<file path="src/rtl/grayscale.sv">
// RGB888 -> 8-bit gray, two-stage stalled pipeline between FWFT FIFOs, with frame position tracking.
// Define GRAYSCALE_WEIGHTED_EN for BT.601-style weights (77,150,29)/256 instead of (R+G+B)*171/512.
module grayscale #(
  parameter int WIDTH  = 720,
  parameter int HEIGHT = 540
) (
  input  logic        clock,
  input  logic        reset,
  output logic        in_rd_en,
  input  logic        in_empty,
  input  logic [23:0] in_dout,
  output logic        out_wr_en,
  input  logic        out_full,
  output logic [7:0]  out_din,
  output logic        frame_done
);

  localparam int XW = (WIDTH  > 1) ? $clog2(WIDTH)  : 1;
  localparam int YW = (HEIGHT > 1) ? $clog2(HEIGHT) : 1;
  localparam logic [XW-1:0] X_LAST = XW'(WIDTH - 1);
  localparam logic [YW-1:0] Y_LAST = YW'(HEIGHT - 1);

`ifdef GRAYSCALE_WEIGHTED_EN
  localparam int SW = 16;
`else
  localparam int SW = 10;
`endif

  logic [2:1]    vld_pipe;
  logic          en;
  logic [7:0]    r, g, b;
  logic [SW-1:0] sum, sum_nxt;
  logic [7:0]    gray, gray_nxt;
  logic [XW-1:0] x;
  logic [YW-1:0] y;

  assign en        = ~(vld_pipe[2] & out_full);
  // Never pop while reset is held, so no pixel is lost to a discarded pipeline.
  assign in_rd_en  = ~in_empty & en & ~reset;
  assign out_wr_en = vld_pipe[2] & ~out_full;
  assign out_din   = gray;

  assign r = in_dout[23:16];
  assign g = in_dout[15:8];
  assign b = in_dout[7:0];

`ifdef GRAYSCALE_WEIGHTED_EN
  // Weights sum to 256, so white lands exactly on 255 after dropping the low byte.
  assign sum_nxt  = 16'(r) * 16'd77 + 16'(g) * 16'd150 + 16'(b) * 16'd29;
  assign gray_nxt = 8'(sum >> 8);
`else
  logic [17:0] prod;
  // 171/512 ~= 1/3; max 765*171 fits in 17 bits.
  assign sum_nxt  = 10'(r) + 10'(g) + 10'(b);
  assign prod     = 18'(sum) * 18'd171;
  assign gray_nxt = 8'(prod >> 9);
`endif

  always_ff @(posedge clock or posedge reset) begin
    if (reset) begin
      vld_pipe <= '0;
      sum      <= '0;
      gray     <= '0;
    end else if (en) begin
      vld_pipe <= {vld_pipe[1], in_rd_en};
      if (in_rd_en)    sum  <= sum_nxt;
      if (vld_pipe[1]) gray <= gray_nxt;
    end
  end

  always_ff @(posedge clock or posedge reset) begin
    if (reset) begin
      x          <= '0;
      y          <= '0;
      frame_done <= 1'b0;
    end else begin
      frame_done <= 1'b0;
      if (out_wr_en) begin
        if (x == X_LAST) begin
          x <= '0;
          if (y == Y_LAST) begin
            y          <= '0;
            frame_done <= 1'b1;
          end else begin
            y <= y + 1'b1;
          end
        end else begin
          x <= x + 1'b1;
        end
      end
    end
  end

endmodule

</file>
<file path="config.mk">
export PLATFORM = sky130hd
export DESIGN_NAME = grayscale
export DESIGN_NICKNAME = d
export VERILOG_FILES = /design/src/rtl/grayscale.sv
export SDC_FILE = /design/constraint.sdc
export NUM_CORES = 1
export LEC_CHECK = 0
export CORE_ASPECT_RATIO = 0.9
export CORE_MARGIN = 2
export CORE_UTILIZATION = 25
export DETAILED_ROUTE_END_ITERATION = 6
export PLACE_DENSITY = 0.52
export SYNTH_ARGS = -nofsm -noshare
export SYNTH_HDL_FRONTEND = slang
export SYNTH_SLANG_ARGS = --single-unit
</file>
<file path="constraint.sdc">
create_clock -name clock -period 5.9 [get_ports clock]
set_clock_uncertainty 0.05 [all_clocks]
set_input_delay 1.475 -clock clock [delete_from_list [all_inputs] [get_ports clock]]
set_output_delay 1.475 -clock clock [all_outputs]
set_load 0.03 [all_outputs]
</file>
==> results of run 1 <==
## layout by cell type (no fill, tap or decap), types with 2 or more instances in the layout
master	netlist	routed
nand4_1	6	6
a21oi_1	12	12
a211oi_1	2	2
and2_1	3	3
a31oi_1	4	4
a21o_1	4	4
nand2_1	48	48
nor2b_1	4	4
xor2_1	11	11
o21a_1	3	3
inv_6	0	2
nor2_1	15	15
nor3_1	4	4
fa_1	26	26
o211ai_1	2	2
nand2b_1	2	2
o21ai_0	31	31
o31ai_1	4	4
and3_1	4	4
nor3b_1	2	2
clkbuf_16	0	5
inv_1	52	52
or2_2	3	3
clkdlybuf4s50_1	0	38
xnor2_1	13	13
nand3_1	6	6
dfrtp_1	41	41
o21bai_1	2	2
ha_1	55	55
## flip-flops by register name (all words and copies together), names as in the netlist
register	flops
frame_done	1
out_din	8
sum	10
vld_pipe	2
x	10
y	10
## worst max path at each step
| stage | from | to | cells after the start |
|---|---|---|---|
| floorplan | sum[2] | out_din[7] | 13 |
| global placement | out_full | in_rd_en | 5 |
| detailed placement | out_full | in_rd_en | 5 |
| CTS | out_full | in_rd_en | 5 |
| global route | reset | in_rd_en | 5 |
| finish | out_full | in_rd_en | 5 |
## cell families (layout without fill, tap and decap cells)
logic type / after synthesis / after routing / share of synthesized area [%]
XOR/XNOR: 24 / 24 / 5.83
flip-flops: 41 / 41 / 28.5
buffers and inverters: 55 / 99 / 5.73
AND/OR/NAND/NOR: 102 / 102 / 13.7
adder cells (fa/ha/maj): 81 / 81 / 33.5
AO/OA/AOI/OAI: 72 / 72 / 12.2
multiplexers: 2 / 2 / 0.590
## critical path, stage by stage
cell             delay [ns]
clkdlybuf4s50_1        0.45
nand2_1                0.13
nand2_1                0.35
inv_1                  0.20
clkdlybuf4s50_1        0.70
## metal layers
layer	up-vias	track usage, %	routed length (um)
met5	-	0	0
met1	1234	14.9	3760
met2	53	14.0	2840
met3	2	1.50	233
li1	1361	-	-
met4	0	2.39	50
## per-stage QoR
step                hold slack, ns  util, %  std cells  instance area, um2
global placement             0.417     30.0        606                4220
global route                 0.459     31.1        614                4370
finish                       0.425     31.1        614                4370
detailed placement           0.424     30.0        606                4220
floorplan                    0.407        -        377                3600
CTS                          0.439     31.1        614                4370
## synthesized netlist by cell type (6+ instances only)
| master | n | share of area, % |
|---|---|---|
| a21oi_1 | 12 | 1.7 |
| dfrtp_1 | 41 | 28 |
| fa_1 | 26 | 14 |
| ha_1 | 55 | 19 |
| inv_1 | 52 | 5.4 |
| nand2_1 | 48 | 5.0 |
| nand3_1 | 6 | 0.83 |
| nand4_1 | 6 | 1.0 |
| nor2_1 | 15 | 1.6 |
| o21ai_0 | 31 | 4.3 |
| xnor2_1 | 13 | 3.2 |
| xor2_1 | 11 | 2.7 |
## cell type report
cell class | count | area [um2]
inverters | 52 | 195
clock buffers | 5 | 125
flip-flops and latches | 41 | 1030
clock inverters | 3 | 25.0
multi-input cells | 281 | 2370
fillers | 1477 | 9680
well taps | 193 | 241
repair buffers | 39 | 388
==> impl_metrics.csv, run 1 <==
group,metric,value,unit
outcome,status,"complete, no violations",
sta,maxSlewHeadroom,60.0,%
clock_network,clk_latency,0.29,ns
clock_network,cts.hold.buffers_added,0,
clock_network,clock-sinks,41,
setup_path,cp-end-kind,"output pin",
global_route,grt_pass1_vias,2765,
sta,hold_viol,0,
clock_network,postCtsSetupBuffers,0,
floorplan,die_w,131,um
worst_hold_path,holdPathEnd,"out_din[6]",
global_route,grt_max_degree,42,
drt,routedWlPerCell,11.2,um
yosys,seq_area_frac_synth,28.5,%
setup_path,rrSetupSlack,1.80,ns
yosys,synth_edf_count,0,
final_layout,num-nets-final,529,
setup_path,cp_max_fo,21,
yosys,yosysWarnings,0,
yosys,synth_ff_type,"dfrtp_1",
sta,post-route-min-period,4.82,ns
global_route,grt_pass1_wl,12400,um
sta,setup_slack,1.08,ns
yosys,syn_area,3600,um2
sta,fmax,208,MHz
clock_network,cts_resized,0,
yosys,ys_ff_latch,41,
drt,avgViaCountPerCell,4.32,
sta,period_share,81.6,%
clock_network,clkTransAtPathRegs,0.06,ns
sta,drv_slew,0,
clock_network,cts_tree,"done",
drt,drtIter0Drc,97,
drt,vias,2650,
floorplan,start_util,25.6,%
drt,dr.pass1.iters,4,
final_layout,diodes,0,
floorplan,dieArea,15400,um2
placement,port_buffers,38,
yosys,syn-num-nets,486,
yosys,syn_area_per_cell,9.56,um2
worst_hold_path,worstHoldStart,"out_din[6]",
drt,drc,0,
yosys,ys_async_sr_fraction,100,%
floorplan,core_area,14100,um2
clock_network,clockRootBuffer,"clkbuf_16",
clock_network,numCtsBuffers,5,
global_route,grt_overflow_total,0,
drt,antenna_left,0,
yosys,synth_cell_type_count,42,
sta,worst_pin_slew,0.599,ns
placement,place_hpwl,5690,um
sta,rsz0062_at_grt,"no",
setup_path,worstPathRequired,4.38,ns
floorplan,ioPinCount,39,
global_route,antenna_found_initial,0,
setup_path,start_kind,"input pin",
drt,totalWireLength,6890,um
setup_path,crit_type,"input pin to output pin",
clock_network,clock_path_buffers,2,
yosys,synthCells,377,
setup_path,r2r_cells,13,
sta,setup_viol,0,
placement,dp_slack,1.10,ns
placement,place_congestion,0.861,
final_layout,drive_above_1_share,3.80,%
worst_hold_path,hold_class,"register to register",
clock_network,htree_levels,2,
final_layout,area_delta_synth_final,21.3,%
setup_path,r2r-start,"sum[3]",
job,maxCapViolCount,0,
global_route,grt_usage,9.66,%
floorplan,fp-row-count,41,
floorplan,die_h,118,um
setup_path,critPathArrivalTime,3.29,ns
sta,fin_setup_tns,0,ns
worst_hold_path,whs_path_depth,2,
setup_path,r2r-end,"out_din[5]",
Power of run 1 is left out: the tool's default activity adds up to more than one toggle a clock period on the data nets, which glitch-free logic cannot reach.
==> inputs of run 2 (changes only) <==
PLACE_DENSITY = 0.53   (was 0.52)
clock period = 4.1 ns   (was 5.9 ns; I/O delays follow)
==> run 2 against run 1 <==
  * Die area did not move
  * Final area increased by 2.3%
  * Non-clock buffer count is 6 higher
  * Global-route usage decreased by 0.24 points
  * Worst hold slack got worse by 0.0013 ns
==> impl_metrics.csv, run 2 (synthesis results as in run 1) <==
group,metric,value,unit
drt,vias,2630,
job,maxCapViolCount,0,
sta,whs,0.424,ns
floorplan,dieArea,15400,um2
worst_hold_path,whs_path_depth,2,
clock_network,clkTransAtPathRegs,0.06,ns
setup_path,worstPathRequired,4.18,ns
drt,dr.pass1.iters,6,
final_layout,reg_top3,"sum (10), x (10), y (10)",
global_route,antenna_found_initial,0,
final_layout,num-nets-final,535,
drt,drtIter0Drc,118,
placement,dpl_cell_area,4260,um2
worst_hold_path,hold_class,"register to register",
sta,setup_viol,0,
sta,rsz0062_at_grt,"yes",
clock_network,clock_path_buffers,2,
outcome,status,"complete, no violations",
final_layout,drive_above_1_share,7.26,%
sta,fmax,256,MHz
setup_path,critPathArrivalTime,3.99,ns
final_layout,area_delta_synth_final,24.2,%
drt,avgViaCountPerCell,4.24,
final_layout,stdcell_area,4480,um2
sta,hold_viol,0,
placement,port_buffers,38,
clock_network,clock-sinks,41,
global_route,grt_pass1_wl,11900,um
floorplan,start_util,25.6,%
placement,place_congestion,0.792,
sta,post-route-min-period,3.91,ns
clock_network,clockRootBuffer,"clkbuf_16",
final_layout,layout_commonest_cell,"inv_1",
drt,antenna_left,0,
floorplan,fp-row-count,41,
global_route,grt_usage,9.42,%
setup_path,cp_max_fo,5,
clock_network,clk_latency,0.28,ns
floorplan,die_w,131,um
setup_path,r2r_cells,13,
clock_network,numCtsBuffers,5,
clock_network,cts_tree,"done",
setup_path,start_kind,"register",
drt,routedWlPerCell,11.2,um
floorplan,ioPinCount,39,
drt,drc,0,
sta,worst_pin_slew,0.562,ns
sta,drv_slew,0,
global_route,grt_max_degree,42,
setup_path,cp-end-kind,"register",
placement,place_hpwl,5740,um
global_route,grt_overflow_total,0,
final_layout,fill_cells,1466,
global_route,grt_pass1_vias,2624,
floorplan,core_area,14100,um2
final_layout,diodes,0,
sta,period_share,95.4,%
sta,maxSlewHeadroom,62.2,%
final_layout,final_cell_mix,"inv_1 (52), ha_1 (50), nand2_1 (48), dfrtp_1 (39), clkdlybuf4s50_1 (38)",
clock_network,htree_levels,2,
floorplan,die_h,118,um
drt,totalWireLength,6930,um
setup_path,crit_type,"register to register",
[run 2: changes by cell type in the layout (fill, tap and decap cells not counted), sizes merged]
cell    change
buf         +6
clkinv      +2
inv         -2
[run 2: per-layer routing]
layer	share of wire, %	GRT usage [%]	vias up
met1	52	13.6	1198
met4	0.97	2.19	0
met3	4.0	1.68	5
met5	0	0	-
met2	43	14.6	53
li1	-	-	1374
[run 2: per-stage QoR]
step | TNS [ns] | util [%] | cells | setup slack (ns)
after floorplan | 0 | - | 377 | 0.295
after global placement | 0 | 30.3 | 611 | 0.140
after detailed placement | 0 | 30.3 | 611 | 0.0459
after CTS | 0 | 31.3 | 619 | 0.0360
after global routing | -0.0406 | 31.8 | 620 | -0.0311
final | 0 | 31.8 | 620 | 0.191
[run 2: final cells by class]
| class | instances | area (um2) | share of cell area, % |
|---|---|---|---|
| inverter | 52 | 195 | 4.36 |
| clock inverter | 3 | 17.5 | 0.391 |
| sequential | 41 | 1030 | 23.0 |
| clock buffer | 5 | 125 | 2.80 |
| timing repair buffer | 45 | 433 | 9.67 |
| tap | 193 | 241 | 5.40 |
| multi-input combinational | 281 | 2430 | 54.4 |
[run 2: critical path: stages (launching register included)]
cell and delay, ns:
dfrtp_2 0.45, ha_4 0.29, fa_1 0.44, fa_1 0.54, inv_1 0.05, fa_1 0.52
inv_1 0.07, ha_4 0.29, o2111ai_1 0.15, nor3_1 0.21, o21bai_1 0.12, o211ai_1 0.28
mux2i_1 0.21, o21ai_0 0.09
[run 2: timing repair]
item / CTS / global route
buffers inserted: 0 / 1
gates resized for setup: 0 / 10
setup endpoints to repair: 0 / 4
hold buffers: 0 / 0
endpoints found under the hold margin: 0 / 0
[run 2: worst paths after layout]
check / end / start / slack [ns]
min: out_din[4] / out_din[4] / 0.42
min in group asynchronous: sum[0] / reset / 1.17
max reg2reg: out_din[5] / sum[3] / 0.19
min reg2reg: out_din[4] / out_din[4] / 0.42
max: out_din[5] / sum[3] / 0.19
max in group asynchronous: sum[2] / reset / 2.45
Power of run 2 is left out for the same reason.
==> inputs of run 3 (changes only) <==
CTS_BUF_LIST = sky130_fd_sc_hd__clkbuf_8   (was not set)
==> run 3 against run 2 <==
  * Utilization shrank 0.36 points
  * Critical path depth unchanged
  * Sequential share of layout area up 0.26 points
  * Setup slack improved by 0.016 ns
  * Count of clock-buffer cells in the layout is the same
  * Critical path type unchanged
  * Global-route usage about the same
==> impl_metrics.csv, run 3 (synthesis results as in run 1) <==
group,metric,value,unit
clock_network,cts_tree,"done",
sta,drv_slew,0,
sta,fmax,257,MHz
final_layout,final_cell_mix,"inv_1 (52), ha_1 (50), nand2_1 (48), dfrtp_1 (39), clkdlybuf4s50_1 (38)",
setup_path,crit_top_cell,"fa_1",
placement,place_congestion,0.792,
clock_network,clk_latency,0.30,ns
final_layout,layout_commonest_cell,"inv_1",
worst_hold_path,worstHoldStart,"out_din[4]",
global_route,grt_overflow_total,0,
final_layout,stdcell_area,4430,um2
sta,hold_viol,0,
placement,place_hpwl,5740,um
floorplan,ioPinCount,39,
worst_hold_path,whs_path_depth,2,
clock_network,clock_path_buffers,2,
placement,dpl_cell_area,4260,um2
final_layout,area_delta_synth_final,22.8,%
floorplan,die_h,118,um
setup_path,critPathArrivalTime,3.99,ns
setup_path,critical-path-top-delay-family,"adder cells",
floorplan,fp-row-count,41,
global_route,grt_pass1_wl,11900,um
sta,post-route-min-period,3.89,ns
drt,drtIter0Drc,79,
worst_hold_path,holdPathEnd,"out_din[4]",
drt,antenna_left,0,
floorplan,core_area,14100,um2
global_route,grt_usage,9.37,%
final_layout,reg_top3,"sum (10), x (10), y (10)",
setup_path,crit_buf_inv,2,
setup_path,r2r-end,"out_din[5]",
setup_path,worstPathRequired,4.20,ns
global_route,grt_max_degree,42,
sta,period_share,95.0,%
job,maxCapViolCount,0,
sta,worst_pin_slew,0.551,ns
setup_path,r2r-start,"sum[3]",
setup_path,path_cells,"ha_4 > fa_1 > fa_1 > inv_1 > fa_1 > inv_1 > ha_4 > o2111ai_2 > nor3_1 > o21bai_1 > o211ai_1 > mux2i_1 > o21ai_0",
clock_network,clkTransAtPathRegs,0.08,ns
drt,dr.pass1.iters,4,
final_layout,num-nets-final,535,
drt,routedWlPerCell,11.1,um
global_route,grt_pass1_vias,2601,
setup_path,crit_type,"register to register",
final_layout,diodes,0,
setup_path,start_kind,"register",
drt,vias,2629,
floorplan,die_w,131,um
sta,rsz0062_at_grt,"yes",
worst_hold_path,hold_class,"register to register",
clock_network,clock-sinks,41,
clock_network,htree_levels,2,
setup_path,cp-end-kind,"register",
clock_network,numCtsBuffers,5,
placement,dp_slack,0.0459,ns
global_route,antenna_found_initial,0,
sta,setup_viol,0,
setup_path,worst_path_largest_cell_delay,0.54,ns
setup_path,cp_max_fo,5,
final_layout,multi_input_area,2440,um2
sta,maxSlewHeadroom,63.2,%
drt,avgViaCountPerCell,4.24,
outcome,status,"complete, no violations",
final_layout,drive_above_1_share,7.49,%
setup_path,rrSetupSlack,0.21,ns
drt,drc,0,
setup_path,r2r_cells,13,
placement,port_buffers,38,
final_layout,fill_cells,1470,
sta,setup_slack,0.206,ns
floorplan,start_util,25.6,%
sta,fin_setup_tns,0,ns
setup_path,crit_slowest_cell,"fa_1",
final_layout,seq_area,1030,um2
floorplan,dieArea,15400,um2
drt,totalWireLength,6900,um
clock_network,clockRootBuffer,"clkbuf_8",
==> run 3: changes by cell type in the layout (fill, tap and decap cells not counted) <==
cell / before / now
o2111ai_1: 1 / 0
clkbuf_16: 5 / 0
o2111ai_2: 0 / 1
clkbuf_8: 0 / 5
==> run 3: layout make-up <==
class                      count  share of cell area (%)
sequential                    41                    23.2
multi-input combinational    281                    55.2
inverter                      52                    4.41
tap                          193                    5.46
clock buffer                   5                    1.55
clock inverter                 3                   0.396
timing repair buffer          45                    9.78
==> run 3: per-layer routing <==
layer	global-route usage [%]	up-vias	wire length, um
met5	0	-	0
met2	14.4	58	2970
met3	1.82	4	274
li1	-	1371	-
met1	13.5	1196	3600
met4	2.19	0	63
==> run 3: worst max-delay path by stage <==
stage / from / to / slack, ns / cells past startpoint
2_1_floorplan: sum[2] / out_din[7] / 0.30 / 13
3_3_place_gp: sum[3] / out_din[5] / 0.14 / 13
3_5_place_dp: sum[2] / out_din[7] / 0.05 / 13
4_1_cts: sum[3] / out_din[5] / 0.03 / 13
5_1_grt: sum[3] / out_din[5] / -0.02 / 13
6_report: sum[3] / out_din[5] / 0.21 / 13
==> run 3: metrics by stage <==
step | util (%) | hold WS [ns] | std cells
floorplan | - | 0.407 | 377
global placement | 30.3 | 0.421 | 611
detailed placement | 30.3 | 0.420 | 611
CTS | 30.9 | 0.438 | 619
global route | 31.5 | 0.460 | 620
finish | 31.5 | 0.429 | 620
==> run 3: timing repair <==
| item | in CTS | in global routing |
|---|---|---|
| hold buffers | 0 | 0 |
| resized for setup | 0 | 11 |
| setup buffers | 0 | 1 |
| setup endpoints to repair | 0 | 4 |
==> run 3: tightest hold or removal path, stage by stage, from the launching register on <==
cell	delay (ns)
dfrtp_1	0.34
nand2_1	0.04
o21ai_0	0.06
Power of run 3 is left out for the same reason.
